## config.mk

```make
export PLATFORM = sky130hd
export DESIGN_NAME = vga_write_arbiter
export DESIGN_NICKNAME = d
export VERILOG_FILES = /design/src/rtl/vga_write_arbiter.sv
export SDC_FILE = /design/constraint.sdc
export NUM_CORES = 1
export LEC_CHECK = 0
export ABC_AREA = 1
export CAP_MARGIN = 0
export CORE_ASPECT_RATIO = 1.1
export CORE_MARGIN = 1.5
export CORE_UTILIZATION = 45
export CTS_CLUSTER_DIAMETER = 200
export DETAILED_ROUTE_END_ITERATION = 7
export GPL_TIMING_DRIVEN = 0
export HOLD_SLACK_MARGIN = 0.1
export PLACE_DENSITY = 0.8
export SLEW_MARGIN = 20
export SYNTH_ARGS = -nofsm -noshare
export SYNTH_HDL_FRONTEND = slang
export SYNTH_SLANG_ARGS = --single-unit
```

## constraint.sdc

```tcl
create_clock -name clk -period 2.5 [get_ports clk]
set_input_delay 0.625 -clock clk [delete_from_list [all_inputs] [get_ports clk]]
set_output_delay 0.625 -clock clk [all_outputs]
set_load 0.02 [all_outputs]
```

## src/rtl/vga_write_arbiter.sv

```systemverilog
// rtl/vga_write_arbiter.sv - round-robin framebuffer write-port arbiter with clear-screen sweep
module vga_write_arbiter #(
    parameter int NUM_REQ   = 4,
    parameter int X_W       = 8,
    parameter int Y_W       = 7,
    parameter int COLOUR_W  = 3,
    parameter int X_MAX     = 159,
    parameter int Y_MAX     = 119,
    parameter int BG_COLOUR = 0,
    localparam int GW       = $clog2(NUM_REQ)
) (
    input  logic                         clk,
    input  logic                         program_resetn,
    input  logic                         go_clear_screen,
    output logic                         clear_done,
    input  logic [NUM_REQ-1:0]           req,
    input  logic [NUM_REQ-1:0]           lock,
    input  logic [NUM_REQ*X_W-1:0]       req_x,
    input  logic [NUM_REQ*Y_W-1:0]       req_y,
    input  logic [NUM_REQ*COLOUR_W-1:0]  req_colour,
    output logic [NUM_REQ-1:0]           ack,
    output logic                         vga_plot,
    output logic [X_W-1:0]               vga_x,
    output logic [Y_W-1:0]               vga_y,
    output logic [COLOUR_W-1:0]          vga_colour,
    output logic                         busy,
    output logic [GW-1:0]                grant_idx
);

    localparam logic [X_W-1:0]      X_LAST = X_W'(X_MAX);
    localparam logic [Y_W-1:0]      Y_LAST = Y_W'(Y_MAX);
    localparam logic [COLOUR_W-1:0] BG     = COLOUR_W'(BG_COLOUR);

    typedef enum logic [1:0] {
        S_IDLE,
        S_WRITE,
        S_CLEAR,
        S_CLEAR_DONE
    } state_t;

    state_t                state, state_d;
    logic [X_W-1:0]        cx, cx_d;
    logic [Y_W-1:0]        cy, cy_d;
    logic                  plot_d;
    logic                  done_d;
    logic                  busy_d;
    logic [X_W-1:0]        x_d;
    logic [Y_W-1:0]        y_d;
    logic [COLOUR_W-1:0]   colour_d;
    logic [NUM_REQ-1:0]    ack_d;
    logic [GW-1:0]         grant_d;

    logic                  win_found;
    logic [GW-1:0]         win_idx;
    int                    arb_j;

    // A locked last grantee keeps the port; otherwise search starts just after it.
    always_comb begin
        win_found = 1'b0;
        win_idx   = grant_idx;
        arb_j     = 0;
        if (lock[grant_idx] && req[grant_idx]) begin
            win_found = 1'b1;
        end else begin
            for (int k = 1; k <= NUM_REQ; k++) begin
                arb_j = int'(grant_idx) + k;
                if (arb_j >= NUM_REQ) begin
                    arb_j = arb_j - NUM_REQ;
                end
                if (!win_found && req[arb_j]) begin
                    win_found = 1'b1;
                    win_idx   = GW'(arb_j);
                end
            end
        end
    end

    always_comb begin
        state_d  = state;
        cx_d     = cx;
        cy_d     = cy;
        plot_d   = 1'b0;
        done_d   = 1'b0;
        x_d      = vga_x;
        y_d      = vga_y;
        colour_d = vga_colour;
        ack_d    = '0;
        grant_d  = grant_idx;
        case (state)
            S_IDLE: begin
                if (go_clear_screen) begin
                    state_d  = S_CLEAR;
                    cx_d     = '0;
                    cy_d     = '0;
                    plot_d   = 1'b1;
                    x_d      = '0;
                    y_d      = '0;
                    colour_d = BG;
                end else if (win_found) begin
                    state_d          = S_WRITE;
                    plot_d           = 1'b1;
                    x_d              = req_x[win_idx*X_W +: X_W];
                    y_d              = req_y[win_idx*Y_W +: Y_W];
                    colour_d         = req_colour[win_idx*COLOUR_W +: COLOUR_W];
                    ack_d[win_idx]   = 1'b1;
                    grant_d          = win_idx;
                end
            end
            S_WRITE: begin
                state_d = S_IDLE;
            end
            S_CLEAR: begin
                // cx/cy hold the pixel currently on the outputs
                if (cx == X_LAST && cy == Y_LAST) begin
                    state_d = S_CLEAR_DONE;
                    done_d  = 1'b1;
                end else begin
                    if (cx == X_LAST) begin
                        cx_d = '0;
                        cy_d = cy + Y_W'(1);
                    end else begin
                        cx_d = cx + X_W'(1);
                    end
                    plot_d   = 1'b1;
                    x_d      = cx_d;
                    y_d      = cy_d;
                    colour_d = BG;
                end
            end
            S_CLEAR_DONE: begin
                if (go_clear_screen) begin
                    done_d = 1'b1;
                end else begin
                    state_d = S_IDLE;
                    cx_d    = '0;
                    cy_d    = '0;
                end
            end
            default: begin
                state_d = S_IDLE;
            end
        endcase
        busy_d = (state_d != S_IDLE);
    end

    always_ff @(posedge clk or negedge program_resetn) begin
        if (!program_resetn) begin
            state      <= S_IDLE;
            cx         <= '0;
            cy         <= '0;
            vga_plot   <= 1'b0;
            vga_x      <= '0;
            vga_y      <= '0;
            vga_colour <= '0;
            ack        <= '0;
            clear_done <= 1'b0;
            busy       <= 1'b0;
            grant_idx  <= GW'(NUM_REQ - 1);
        end else begin
            state      <= state_d;
            cx         <= cx_d;
            cy         <= cy_d;
            vga_plot   <= plot_d;
            vga_x      <= x_d;
            vga_y      <= y_d;
            vga_colour <= colour_d;
            ack        <= ack_d;
            clear_done <= done_d;
            busy       <= busy_d;
            grant_idx  <= grant_d;
        end
    end

endmodule

```

=== After elaboration in Yosys (flattened, before gate mapping) ===
Cells that the tools add are included.

* Add/subtract/negate cells: 10
* Multiply operators: 2
* Magnitude comparators: 11
* Equality and inequality tests: 9
* Shifts and indexed selects: 3
* Muxes and demuxes: 74
* Bitwise logic cells: 1
* Reduce and logical (&&, ||, !) cells: 16

{| class="wikitable"
|+ Operators by type and width
! operator !! count
|-
| 2-to-1 mux 32 bit || 8
|-
| less-than comparator 32 x 4 -> 1 bit (second input constant) || 4
|-
| 2-to-1 mux 8 bit || 6
|-
| 2-to-1 mux 7 bit || 6
|-
| indexed part select 32 x 6 -> 8 bit || 1
|-
| indexed part select 28 x 6 -> 7 bit || 1
|-
| 2-to-1 mux 1 bit || 24
|-
| one-hot mux 8 bit (3 select lines) || 1
|-
| one-hot mux 7 bit (3 select lines) || 1
|-
| 2-to-1 mux 2 bit || 9
|-
| one-hot mux 8 bit (2 select lines) || 1
|-
| one-hot mux 7 bit (2 select lines) || 1
|-
| binary-select mux 1 bit (select 2 bit) || 6
|-
| 2-to-1 mux 4 bit || 3
|-
| indexed part select 12 x 5 -> 3 bit || 1
|-
| subtractor 3 x 3 -> 4 bit (second input constant) || 3
|-
| greater-or-equal comparator 3 bit (second input constant) || 3
|-
| 2-to-1 mux 3 bit || 3
|-
| adder 8 x 1 -> 8 bit (second input constant) || 1
|-
| equality test 8 bit (second input constant) || 1
|-
| one-hot mux 2 bit (4 select lines) || 1
|-
| adder 7 x 1 -> 7 bit (second input constant) || 1
|-
| equality test 7 bit (second input constant) || 1
|-
| adder 2 x 2 -> 3 bit (second input constant) || 2
|-
| other kinds (23) || 37
|}

* Register bits: 44
* Bits of input ports: 83
* Logic and storage cells: 137

=== Longest topological paths before layout ===
* Word-level depth: 28
* Gate-level depth with buffers: 18

=== Least setup slack after synthesis ===
OpenSTA, ideal clock, no wires.

* Path type: reg2reg
* Start point: register grant_idx[1]
* End point: register vga_y[2]
* Setup time: 73 ps
* Data arrival time: 1928 ps
* Data required time: 2427 ps
* Setup slack: 499 ps
* Stages on the path, launching flop included: 18
* Clock period less this slack: 2001 ps
* Path through: dfstp_2 > buf_6 > inv_4 > nand2_1 > nand2_2 > nand2_2 > nand2_4 > inv_2 > nand2_4 > nand3_2 > buf_6 > buf_4 > nand3_1 > nand2_1 > nand2_1 > nand2_1 > nand2_1 > a21oi_2

* Word-level cells in the longest chain between the ends: 26
* Elaborated cells on any way between the ends: 63
* Classes of those cells: 8 x add/sub; 1 x mul; 4 x order compare; 1 x eq/ne; 1 x shift; 40 x mux; 8 x reduce/logical

{| class="wikitable"
|+ RTL lines
! element !! RTL line !! text
|-
| start: declaration || 27 || <nowiki>output logic [GW-1:0] grant_idx</nowiki>
|-
| start signal: assignment || 158 || <nowiki>grant_idx <= GW'(NUM_REQ - 1);</nowiki>
|-
| start signal: assignment || 170 || <nowiki>grant_idx <= grant_d;</nowiki>
|-
| adder 2 x 1 -> 3 bit || 66 || <nowiki>arb_j = int'(grant_idx) + k;</nowiki>
|-
| subtractor 3 x 3 -> 4 bit / greater-or-equal comparator 3 bit (equally long branches) || 68, 67 ||
|-
| 2-to-1 mux 32 bit || 67 || <nowiki>if (arb_j >= NUM_REQ) begin</nowiki>
|-
| 2-to-1 mux 32 bit || 62 || <nowiki>if (lock[grant_idx] && req[grant_idx]) begin</nowiki>
|-
| binary-select mux 1 bit (select 2 bit) || 70 || <nowiki>if (!win_found && req[arb_j]) begin</nowiki>
|-
| 2-to-1 mux 1 bit (not written as such) (2 in a row) || 70 ||
|-
| 2-to-1 mux 1 bit || 70 ||
|-
| 2-to-1 mux 1 bit || 62 ||
|-
| (+9 left out) || -- ||
|-
| logical AND 1 bit || 70 ||
|-
| 2-to-1 mux 2 bit || 70 ||
|-
| 2-to-1 mux 2 bit || 62 ||
|-
| multiplier 2 x 3 -> 5 bit || 103 || <nowiki>y_d = req_y[win_idx*Y_W +: Y_W];</nowiki>
|-
| indexed part select 28 x 6 -> 7 bit || 103 ||
|-
| 2-to-1 mux 7 bit || 99 || <nowiki>end else if (win_found) begin</nowiki>
|-
| 2-to-1 mux 7 bit || 91 || <nowiki>if (go_clear_screen) begin</nowiki>
|-
| one-hot mux 7 bit (2 select lines) || 89 || <nowiki>case (state)</nowiki>
|-
| end signal: assignment || 165 || <nowiki>vga_y <= y_d;</nowiki>
|-
| end: declaration || 24 || <nowiki>output logic [Y_W-1:0] vga_y,</nowiki>
|}

Several ways; a longest one is shown, not always the timed one. The select of a mux whose other input is x is not followed.
A chain may end at the register's enable or synchronous reset.

=== Worst setup path after layout ===
* Start point: input lock[3]
* End point: register vga_y[0]

* Word-level cells in the longest chain between the ends: 9
* Elaborated cells on any way between the ends: 12
* Classes of those cells: 1 x mul; 1 x eq/ne; 1 x shift; 7 x mux; 2 x reduce/logical

{| class="wikitable"
|+ RTL lines
! element !! RTL line !! text
|-
| start: declaration || 17 || <nowiki>input logic [NUM_REQ-1:0] lock,</nowiki>
|-
| binary-select mux 1 bit (select 2 bit) * || 62 ||
|-
| 2-to-1 mux 1 bit (not written as such) * || 62 ||
|-
| logical AND 1 bit * || 62 ||
|-
| 2-to-1 mux 2 bit || 62 ||
|-
| multiplier 2 x 3 -> 5 bit || 103 ||
|-
| indexed part select 28 x 6 -> 7 bit || 103 ||
|-
| 2-to-1 mux 7 bit || 99 ||
|-
| 2-to-1 mux 7 bit || 91 ||
|-
| one-hot mux 7 bit (2 select lines) || 89 ||
|}

Mark *: on every way between the ends. The rest lies on a longest branch, timed or not. The select of a mux whose other input is x is not followed.

==> impl_table.tex <==
\begin{tabular}{lr}
\hline
Metric & Value \\
\hline
\multicolumn{2}{l}{\textbf{Outcome}} \\
\quad Status & completed \\
\multicolumn{2}{l}{\textbf{Timing}} \\
\quad Transition time at the pin with the least slew margin & 0.5043 ns \\
\quad Part of the cycle the worst path needs & 0.9227 \\
\quad Unrepaired setup endpoints after global routing & false \\
\quad Final Slew Violations & 0 \\
\quad Shortest clock period the worst path allows after layout & 2.307 ns \\
\quad Number of failing hold endpoints at the final stage & 0 \\
\quad Final number of setup-violating endpoints & 0 \\
\quad Worst slew margin relative to its limit & 0.6638 \\
\quad Fmax & 0.4335 GHz \\
\quad Final worst clock skew & 0.01018 ns \\
\multicolumn{2}{l}{\textbf{Route}} \\
\quad Number of detailed-routing iterations run before antenna repair & 5 \\
\quad Sum of routed wire length over all layers & 9886 um \\
\quad Average vias per placed instance & 5.110 \\
\quad Via count of the routed design & 3,628 \\
\quad Drt first-iter violations & 221 \\
\quad \# DRC & 0 \\
\quad WL per Instance & 13.92 um \\
\quad Detail Route Antenna Nets & 0 \\
\multicolumn{2}{l}{\textbf{Final layout}} \\
\quad Final net count & 709 \\
\quad Filler cells & 654 \\
\quad Area of combinational cells with multiple inputs & 1826 um\^{}2 \\
\quad Area growth syn-to-layout & 41.98\% \\
\quad Post-route insts no fill & 710 \\
\quad Final core utilization & 0.6618 \\
\quad Share of final-layout standard cells stronger than drive strength 1 & 0.1248 \\
\quad Antenna cell count & 0 \\
\quad Reg area & 1104 um\^{}2 \\
\multicolumn{2}{l}{\textbf{Place}} \\
\quad Quantity of I/O buffers inserted on ports & 109 \\
\quad Gp weighted congestion & 0.9782 \\
\quad Placed cell count & 697 \\
\quad Dpl hpwl & 7882 um \\
\multicolumn{2}{l}{\textbf{Global routing}} \\
\quad Largest net degree at the start of global routing & 25 \\
\quad Initial antenna violation count & 0 \\
\quad Overall routing resource usage & 0.2580 \\
\quad Residual overflow from global routing & 0 \\
\quad Wire length of the first global-routing pass & 16,280 um \\
\quad Vias in the first global route & 3,435 \\
\multicolumn{2}{l}{\textbf{Clock tree}} \\
\quad Clock-pin slew on the worst setup and hold paths & 0.09 ns \\
\quad CTS tree & built \\
\quad Maximum buffer depth of the clock tree & 2 \\
\quad Inserted Clock Buffers & 5 \\
\quad Cell chosen for the clock root & sky130\_fd\_sc\_hd\_\_clkbuf\_8 \\
\quad H-tree depth & 2 \\
\quad CTS sink count & 44 \\
\quad Clock network latency to the later pin of the worst-skew pair & 0.30 ns \\
\multicolumn{2}{l}{\textbf{Logic synthesis}} \\
\quad Ys async rst share & 1.000 \\
\quad Total standard cell area after synthesis & 3284 um\^{}2 \\
\quad Dominant synthesized flop cell & sky130\_fd\_sc\_hd\_\_dfrtp\_1 \\
\quad Fraction of post-synthesis cell area in the top cell type by area & 0.3200 \\
\quad Average size of a mapped cell & 6.543 um\^{}2 \\
\quad Count of cell types in the netlist & 32 \\
\quad Post-synthesis cell type with the largest combined area & sky130\_fd\_sc\_hd\_\_dfrtp\_1 \\
\quad Leading cell types by count after synthesis & 193 x sky130\_fd\_sc\_hd\_\_nand2\_1, 61 x sky130\_fd\_sc\_hd\_\_nor2\_1, 59 x sky130\_fd\_sc\_hd\_\_nand3\_1 \\
\quad Cell with the most instances after synthesis & sky130\_fd\_sc\_hd\_\_nand2\_1 \\
\quad Number of enable-type register cells in the synthesized netlist & 0 \\
\quad Number of register bits inferred by synthesis & 44 \\
\quad Synth area leaders & sky130\_fd\_sc\_hd\_\_dfrtp\_1 32\%, sky130\_fd\_sc\_hd\_\_nand2\_1 22\%, sky130\_fd\_sc\_hd\_\_nand3\_1 9.0\%, sky130\_fd\_sc\_hd\_\_nor2\_1 7.0\%, sky130\_fd\_sc\_hd\_\_inv\_1 4.3\% \\
\quad Synth Net Count & 587 \\
\quad Sequential share of the synthesized area & 0.3360 \\
\quad Synthesis Warnings & 0 \\
\quad Syn Inst Count & 502 \\
\multicolumn{2}{l}{\textbf{Power and ir drop}} \\
\quad Leakage power figure & 2.371 nW \\
\quad Pwr per Cell Area & 1393 nW/um\^{}2 \\
\quad VDD IR max & 0.001119 V \\
\multicolumn{2}{l}{\textbf{Worst setup path}} \\
\quad Critical Path Sink Type & flip-flop \\
\quad CP Class & input pin to flip-flop \\
\quad Cell class contributing the biggest share of worst-path delay & simple AND/OR/NAND/NOR gates \\
\quad Sum of buffers and inverters on the critical path & 4 \\
\quad Critical path startpoint category & input pin \\
\quad Signal arrival time at the worst endpoint & 2.53 ns \\
\quad Most common cell on crit path & sky130\_fd\_sc\_hd\_\_nand2\_1 \\
\quad Critical-path maximum fanout & 10 \\
\quad R2R Setup Slk & 0.22 ns \\
\quad Ordered list of cells on the worst path & clkdlybuf4s50\_1 -> inv\_1 -> nand3\_1 -> o21ai\_0 -> nor2\_1 -> nand2\_2 -> nand3\_2 -> buf\_6 -> buf\_6 -> nand3\_1 -> nand2\_1 -> nand2\_1 -> nand2\_1 -> nand2\_1 -> a21oi\_2 \\
\quad Maximum single-stage delay on the critical path & 0.45 ns \\
\quad Endpoint required time on the critical path & 2.73 ns \\
\quad Slowest cell on the critical path & sky130\_fd\_sc\_hd\_\_clkdlybuf4s50\_1 \\
\multicolumn{2}{l}{\textbf{Min path}} \\
\quad Hold/Removal Path Class & input pin to async pin \\
\multicolumn{2}{l}{\textbf{Floorplan}} \\
\quad Standard-cell row count & 32 \\
\quad Width of the die & 84.46 um \\
\quad Height of the chip & 92.60 um \\
\quad Std-Cell Core Area & 7047 um\^{}2 \\
\quad Starting density of the core & 0.4661 \\
\quad IO Pins & 110 \\
\quad Die Area & 7821 um\^{}2 \\
\multicolumn{2}{l}{\textbf{Run}} \\
\quad Max Cap Violations & 0 \\
\hline
\end{tabular}
-- metal layers --
layer	wire length (um)	track usage	share of wire	up-vias
met1	4154	0.3286	0.42	1645
met4	333	0.09812	0.034	0
met2	4964	0.4520	0.50	130
met5	0	0	0	-
met3	434	0.02585	0.044	31
li1	-	-	-	1822
-- kinds of logic after synthesis --
kind of cell    share of synthesized area
compound gates                    0.08305
xor+xnor                         0.008001
simple gates                       0.4556
flops                              0.3360
fa+ha+maj                        0.007618
buf+inv                            0.1097
-- area by class of cell --
cell class                      count  share of cell area
Sequential cell                    44              0.2367
Timing Repair Buffer              115              0.2468
Tap cell                           85             0.02281
Multi-Input combinational cell    393              0.3915
Buffer                             23             0.04481
Clock inverter                      2            0.007513
Clock buffer                        6             0.01556
Inverter                           42             0.03434
-- metrics by stage --
step	hold slack (ns)	setup TNS (ns)	power [mW]	cell area, um^2	setup slack [ns]
2_1_floorplan	0.3294	0	4.527	3284	0.4986
3_3_place_gp	0.4674	-16.29	5.659	4482	-0.3727
3_5_place_dp	0.4773	-1.176	5.774	4504	-0.1488
4_1_cts	0.2972	0	6.336	4612	0.1478
5_1_grt	0.3263	0	7.120	4663	0.002681
6_report	0.2823	0	6.495	4663	0.1933
-- state kept, by name (all words and copies together), names as in the netlist --
register	flops
state	2
vga_x	8
grant_idx	2
cy	7
vga_y	7
vga_colour	3
vga_plot	1
clear_done	1
ack	4
busy	1
cx	8
-- worst reg2reg max path, cell delays in order (launching register included) --
cell and delay, ns:
sky130_fd_sc_hd__dfstp_2 0.55, sky130_fd_sc_hd__buf_6 0.14, sky130_fd_sc_hd__inv_4 0.07, sky130_fd_sc_hd__nand2_1 0.10, sky130_fd_sc_hd__o21ai_0 0.08, sky130_fd_sc_hd__nor2_1 0.18
sky130_fd_sc_hd__nand2_2 0.13, sky130_fd_sc_hd__nand3_2 0.13, sky130_fd_sc_hd__buf_6 0.14, sky130_fd_sc_hd__buf_6 0.15, sky130_fd_sc_hd__nand3_1 0.09, sky130_fd_sc_hd__nand2_1 0.09
sky130_fd_sc_hd__nand2_1 0.05, sky130_fd_sc_hd__nand2_1 0.08, sky130_fd_sc_hd__nand2_1 0.08, sky130_fd_sc_hd__a21oi_2 0.13
-- path summary, 6_finish.rpt --
path	startpoint	to	depth (start not counted)
min in group clk	vga_colour[0]	vga_colour[0]	2
hold / removal	program_resetn	cx[5]	1
setup reg to reg	grant_idx[1]	vga_y[0]	15
setup / recovery	lock[3]	vga_y[0]	15
hold reg to reg	vga_colour[0]	vga_colour[0]	2
max in group asynchronous	program_resetn	grant_idx[0]	2
-- where the power goes --
part | leakage (nW) | total [mW] | switching (mW) | internal (mW)
Sequential | 0.572 | 1.07 | 0.131 | 0.940
Combinational | 1.74 | 4.88 | 2.98 | 1.91
Clock | 0.0552 | 0.539 | 0.242 | 0.297
-- cells in the final DEF (no fill, tap or decap), types with 9 or more instances in the layout --
master / Yosys / final
sky130_fd_sc_hd__nand3_1: 59 / 59
sky130_fd_sc_hd__a21oi_1: 9 / 9
sky130_fd_sc_hd__clkdlybuf4s50_1: 0 / 108
sky130_fd_sc_hd__nand2_2: 11 / 13
sky130_fd_sc_hd__dfrtp_1: 42 / 42
sky130_fd_sc_hd__o21ai_0: 19 / 19
sky130_fd_sc_hd__nand2_1: 193 / 191
sky130_fd_sc_hd__buf_6: 7 / 9
sky130_fd_sc_hd__nor2_1: 61 / 61
sky130_fd_sc_hd__inv_1: 38 / 37
-- what timing repair did --
| action | CTS | global route |
|---|---|---|
| setup buffers | 0 | 5 |
| gates resized for setup | 0 | 7 |
| setup endpoints to repair | 0 | 8 |
| hold buffers | 0 | 0 |
Power figures use the tool's default switching activity.
==> edit 1, RTL diff (same flow settings) <==
Encoding of `state_t`: now one-hot (4 bits for 4 states).
--- a/src/rtl/vga_write_arbiter.sv
+++ b/src/rtl/vga_write_arbiter.sv
@@ -33,7 +33,7 @@
 
-    typedef enum logic [1:0] {
-        S_IDLE,
-        S_WRITE,
-        S_CLEAR,
-        S_CLEAR_DONE
+    typedef enum logic [3:0] {
+        S_IDLE       = 4'b0001,
+        S_WRITE      = 4'b0010,
+        S_CLEAR      = 4'b0100,
+        S_CLEAR_DONE = 4'b1000
     } state_t;
Behaviour: no difference found for any inputs over 10 cycles, from zero or initial values and one cycle with program_resetn low; not proved beyond that.
==> edit 1 against the unedited design <==
Sequential share of layout area up 1.9 points. Cell count decreased by 8.2%. Sequential cell count up 2. Via count shrank 2.4%. Setup slack improved by 0.0099 ns. Area after synthesis fell by 2.4%. Wire length is 2.2% lower. Total power down 7.6%. Synthesized cell count is 11% lower. Maximum frequency increased by 0.43%. Design area is 3.0% lower. Critical endpoint is now vga_y[1]. Largest cell class unchanged.
==> edit 1: results (changes against the unedited design) <==
.. list-table::
   :header-rows: 1

   * - Metric
     - Value
   * - Result of the run
     - finished, final reports clean
   * - Count of non-CTS buffers in the layout
     - 132 (-4.3%)
   * - Weighted congestion reported at the end of routability-driven placement
     - 0.933 (-4.7%)
   * - Net count of the mapped netlist
     - 534 (-9.0%)
   * - Drt wl/cell
     - 14.8 um (+6.5%)
   * - Commonest cells in the synthesized netlist
     - nand2_1, nand3_1, dfrtp_1, inv_1, nor2_1
   * - Warnings from Yosys
     - 0 (unchanged)
   * - Area taken by multi-input logic gates
     - 1700 um2 (-6.8%)
   * - Total setup buffers inserted after CTS
     - 0 (unchanged)
   * - Destination of the critical timing path
     - vga_y[1]
   * - Fillcell total
     - 624 (-4.6%)
   * - Launch point of the worst reg-to-reg path
     - state[0]
   * - # clk buffers
     - 7 (+1)
   * - Wire length of the first global-routing pass
     - 15,900 um (-2.5%)
   * - Origin of the worst setup path
     - req[2]
   * - Clock group share of total power
     - 0.086 (+0.003)
   * - Worst voltage drop across the vdd grid
     - 0.000786 V (-30%)
   * - Clock skew
     - 0.00848 ns (-0.00170 ns)
   * - Post-detailed-route via-to-cell ratio
     - 5.43 (+6.3%)
   * - Number of diodes added for antenna fixing
     - 0 (unchanged)
   * - Maximum number of pins on one net before global-route repair
     - 31 (+24%)
   * - Non-clock inverter total of the final layout
     - 38 (-9.5%)
   * - Depth of the worst register-to-register path
     - 9 (-6)
   * - Worst reg2reg path endpoint
     - vga_y[2]
   * - Max-slew headroom at the worst pin
     - 0.655 (-0.00836)
   * - Clock root buffer master
     - clkbuf_8
   * - Tot GR Track Use
     - 0.259 (+0.000969)
   * - Antenna Nets Post-Route
     - 0 (unchanged)
   * - Top post-synthesis cells by area
     - dfrtp_1, nand3_1, nand2_1, inv_1, nor2_1
   * - Switching component of the power
     - 3.06 mW (-8.8%)
   * - Vias after detailed routing
     - 3,542 (-2.4%)
   * - Leakage Power
     - 2.13 nW (-10%)
   * - Number of placed instances, taps included
     - 644 (-7.6%)
   * - Count of multi-input gates
     - 343 (-13%)
   * - FF+latch count
     - 46 (+4.5%)
   * - Port Buf Inserts
     - 109 (unchanged)
   * - Number of global-route vias before repair
     - 3,381 (-1.6%)
   * - Synth Flop Type
     - dfrtp_1
   * - Number of distinct library cells after synthesis
     - 32 (unchanged)
   * - Total Nets Final
     - 651 (-8.2%)
   * - Clock-cell share of area
     - 0.0232 (+0.000162)
   * - 1st-iter DRT viols
     - 188 (-15%)
   * - Share of post-route cells with drive strength above 1
     - 0.131 (+0.00571)
   * - Signal buf overhead
     - 0.290 (-0.00148)
   * - Cells after synthesis
     - 449 (-11%)
   * - Data arrival time of the critical path
     - 2.49 ns (-0.04 ns)
   * - Initial antenna violation count
     - 0 (unchanged)
   * - Seq area share
     - 0.255 (+0.0187)
   * - Deepest clock path buffer count
     - 2 (unchanged)
   * - Detailed Place HPWL
     - 7610 um (-3.4%)
   * - Share of the yosys chip area belonging to registers
     - 0.360 (+0.0243)
   * - Power per unit of standard cell area
     - 1330 nW/um2 (-4.7%)
==> edit 1: cell types whose count changed after synthesis, sizes merged, moves of 3 or more <==
| cell | change |
|---|---|
| a21oi | -5 |
| clkbuf | -3 |
| nand3 | +55 |
| inv | -4 |
| nor2 | -31 |
| o21ai | -3 |
| nand2 | -75 |
==> edit 1: kinds of logic (layout without fill, tap and decap cells) <==
group,count (synthesis),in the layout,synth area share
simple gates,303,303,0.450
buf+inv,60,178,0.109
flops,46,46,0.360
compound gates,34,34,0.0621
xor+xnor,4,4,0.0109
fa+ha+maj,2,2,0.00781
==> edit 1: per-layer routing <==
| layer | vias to the layer above | GRT usage | routed length (um) |
|---|---|---|---|
| li1 | 1722 | - | - |
| met4 | 0 | 0.0806 | 172 |
| met2 | 134 | 0.452 | 4800 |
| met1 | 1669 | 0.319 | 3940 |
| met5 | - | 0 | 0 |
| met3 | 17 | 0.0573 | 751 |
==> edit 1: critical path, cell delays in order <==
cell,delay [ns]
clkdlybuf4s50_1,0.51
nand2_2,0.09
nand3_2,0.09
nand2_2,0.09
nand2_1,0.13
o21ai_1,0.08
nand2_1,0.08
inv_1,0.04
a21oi_1,0.13
buf_2,0.28
nand3_1,0.11
nand3_1,0.13
nand3_1,0.09
==> edit 1: stage by stage <==
step | setup WS, ns | utilization | hold WS, ns | TNS [ns] | instance area (um2)
2_1_floorplan | 0.551 | - | 0.329 | 0 | 3210
3_3_place_gp | -0.467 | 0.632 | 0.467 | -20.01 | 4400
3_5_place_dp | -0.0880 | 0.634 | 0.469 | -0.866 | 4420
4_1_cts | 0.231 | 0.649 | 0.247 | 0 | 4520
5_1_grt | 0.0143 | 0.649 | 0.246 | 0 | 4520
6_report | 0.203 | 0.649 | 0.233 | 0 | 4520
==> edit 2, RTL diff (same flow settings) <==
Made on the original files. `Y_W`: 7 -> 5.
--- a/src/rtl/vga_write_arbiter.sv
+++ b/src/rtl/vga_write_arbiter.sv
@@ -4,3 +4,3 @@
     parameter int X_W       = 8,
-    parameter int Y_W       = 7,
+    parameter int Y_W       = 5,
     parameter int COLOUR_W  = 3,
Interface: changed (resized req_y and vga_y); port bits go from 110 to 100. No check against the original RTL was run, so the function may have changed too.
==> edit 2 against the unedited design <==
Synthesized cell count is 11% lower. Core utilization barely moved. Setup slack improved by 0.0015 ns. Area after synthesis down 12%. Clock power shrank 17%. Sequential cell count is 4 lower. Critical endpoint is now vga_x[5]. Total power down 14%. Wire length shrank 19%. Design area decreased by 12%.
==> edit 2: results (changes against the unedited design) <==
.. list-table::
   :header-rows: 1

   * - Metric
     - Value
   * - First-pass detailed-route iteration total
     - 4 (-1)
   * - Worst voltage drop across the vdd grid
     - 0.000889 V (-21%)
   * - Data arrival time of the critical path
     - 2.48 ns (-0.05 ns)
   * - Number of global-route vias before repair
     - 3,014 (-12%)
   * - Vias after detailed routing
     - 3,155 (-13%)
   * - Cells after synthesis
     - 446 (-11%)
   * - Weighted congestion reported at the end of routability-driven placement
     - 0.893 (-8.7%)
   * - Port Buf Inserts
     - 99 (-9.2%)
   * - Xor and xnor area share after synthesis
     - 0.00911 (+0.00111)
   * - Share of the synthesized area in compound gates (AO/OA/AOI/OAI)
     - 0.0699 (-0.0132)
   * - Share of post-route cells with drive strength above 1
     - 0.0991 (-0.0257)
   * - Number of placed instances, taps included
     - 626 (-10%)
   * - Leakage Power
     - 2.06 nW (-13%)
   * - Share of the yosys chip area belonging to registers
     - 0.348 (+0.0121)
   * - Tot GR Track Use
     - 0.243 (-0.0149)
   * - Post-detailed-route via-to-cell ratio
     - 4.97 (-2.8%)
   * - Wire length of the first global-routing pass
     - 13,400 um (-18%)
   * - Placement Cell Area
     - 3990 um2 (-11%)
   * - Max-slew headroom at the worst pin
     - 0.562 (-0.102)
   * - Detailed Place HPWL
     - 6610 um (-16%)
   * - Maximum number of pins on one net before global-route repair
     - 27 (+8.0%)
   * - Commonest cells in the synthesized netlist
     - nand2_1, nor2_1, nand3_1, dfrtp_1, inv_1
   * - Pre-CTS setup slack
     - -0.107 ns (+0.0414 ns)
   * - Number of distinct library cells after synthesis
     - 28 (-13%)
   * - Top post-synthesis cells by area
     - dfrtp_1, nand2_1, nand3_1, nor2_1, inv_1
   * - Final routed wirelength across all metal layers
     - 7990 um (-19%)
   * - Net count of the mapped netlist
     - 523 (-11%)
   * - Clock skew
     - 0.00755 ns (-0.00263 ns)
   * - 1st-iter DRT viols
     - 126 (-43%)
   * - Result of the run
     - finished, final reports clean
==> edit 2: cell types whose count changed in the layout (fill, tap and decap cells not counted), moves of 6 or more <==
cell             unedited run  this run
a21oi_1                     9        15
clkdlybuf4s50_1           108        98
o21ai_1                     1         7
nand3_2                     8         0
o21ai_0                    19        11
a21oi_2                     8         0
nand2_1                   191       166
==> edit 2: cell type report <==
type / instances / area (um2)
buffer: 17 / 155
clock buffer: 7 / 86.3
clock inverter: 1 / 7.51
fill: 552 / 2090
inverter: 37 / 139
multi-input combinational: 352 / 1600
sequential: 40 / 1000
tap: 80 / 100
timing repair buffer: 101 / 1010
==> edit 2: metrics by stage <==
stage / hold WS, ns / total power [mW]
2_1_floorplan: 0.329 / 4.01
3_3_place_gp: 0.469 / 5.01
3_5_place_dp: 0.472 / 5.10
4_1_cts: 0.250 / 5.56
5_1_grt: 0.253 / 6.22
6_report: 0.245 / 5.62
==> edit 2: final timing paths <==
path | from | to | slack [ns] | cells after the start
min in group clk | vga_colour[2] | vga_colour[2] | 0.49 | 2
max in group asynchronous | program_resetn | grant_idx[0] | 1.73 | 2
setup / recovery | req[2] | vga_x[5] | 0.19 | 17
hold reg to reg | vga_colour[2] | vga_colour[2] | 0.49 | 2
setup reg to reg | grant_idx[1] | vga_x[5] | 0.24 | 18
hold / removal | program_resetn | cx[5] | 0.25 | 1
==> edit 2: critical path: stages <==
cell,delay (ns)
clkdlybuf4s50_1,0.53
nand2_1,0.07
nand2_1,0.13
nand2_1,0.08
nand2_2,0.07
nand2_2,0.06
nand2_2,0.09
nand2_2,0.07
nand2_4,0.14
nand2_8,0.09
buf_6,0.14
nand2_1,0.05
nand2_1,0.05
nand2_1,0.05
nand2_1,0.07
nand2_1,0.08
a21oi_1,0.07
==> edit 2: per-layer routing <==
metal / global-route usage / vias to the layer above / share of wire
met5: 0 / - / 0
met4: 0.0606 / 0 / 0.016
li1: - / 1623 / -
met2: 0.460 / 96 / 0.52
met3: 0.0335 / 12 / 0.043
met1: 0.287 / 1424 / 0.42
==> edit 2: logic make-up (layout without fill, tap and decap cells) <==
logic type	after synthesis	in the layout
simple gates	309	309
buf+inv	54	163
flops	40	40
compound gates	38	38
xor+xnor	3	3
fa+ha+maj	2	2
==> edit 2: where the power goes <==
part | switching [mW] | leakage (nW) | internal (mW) | total, mW
Clock | 0.223 | 0.0445 | 0.224 | 0.447
Sequential | 0.124 | 0.516 | 0.850 | 0.974
Combinational | 2.58 | 1.50 | 1.62 | 4.20
Total | 2.92 | 2.06 | 2.69 | 5.62
==> edit 2: timing repair <==
action,in CTS,in global routing
endpoints found under the setup margin,0,6
resized for setup,0,3
hold buffers,0,0
buffers inserted,0,1
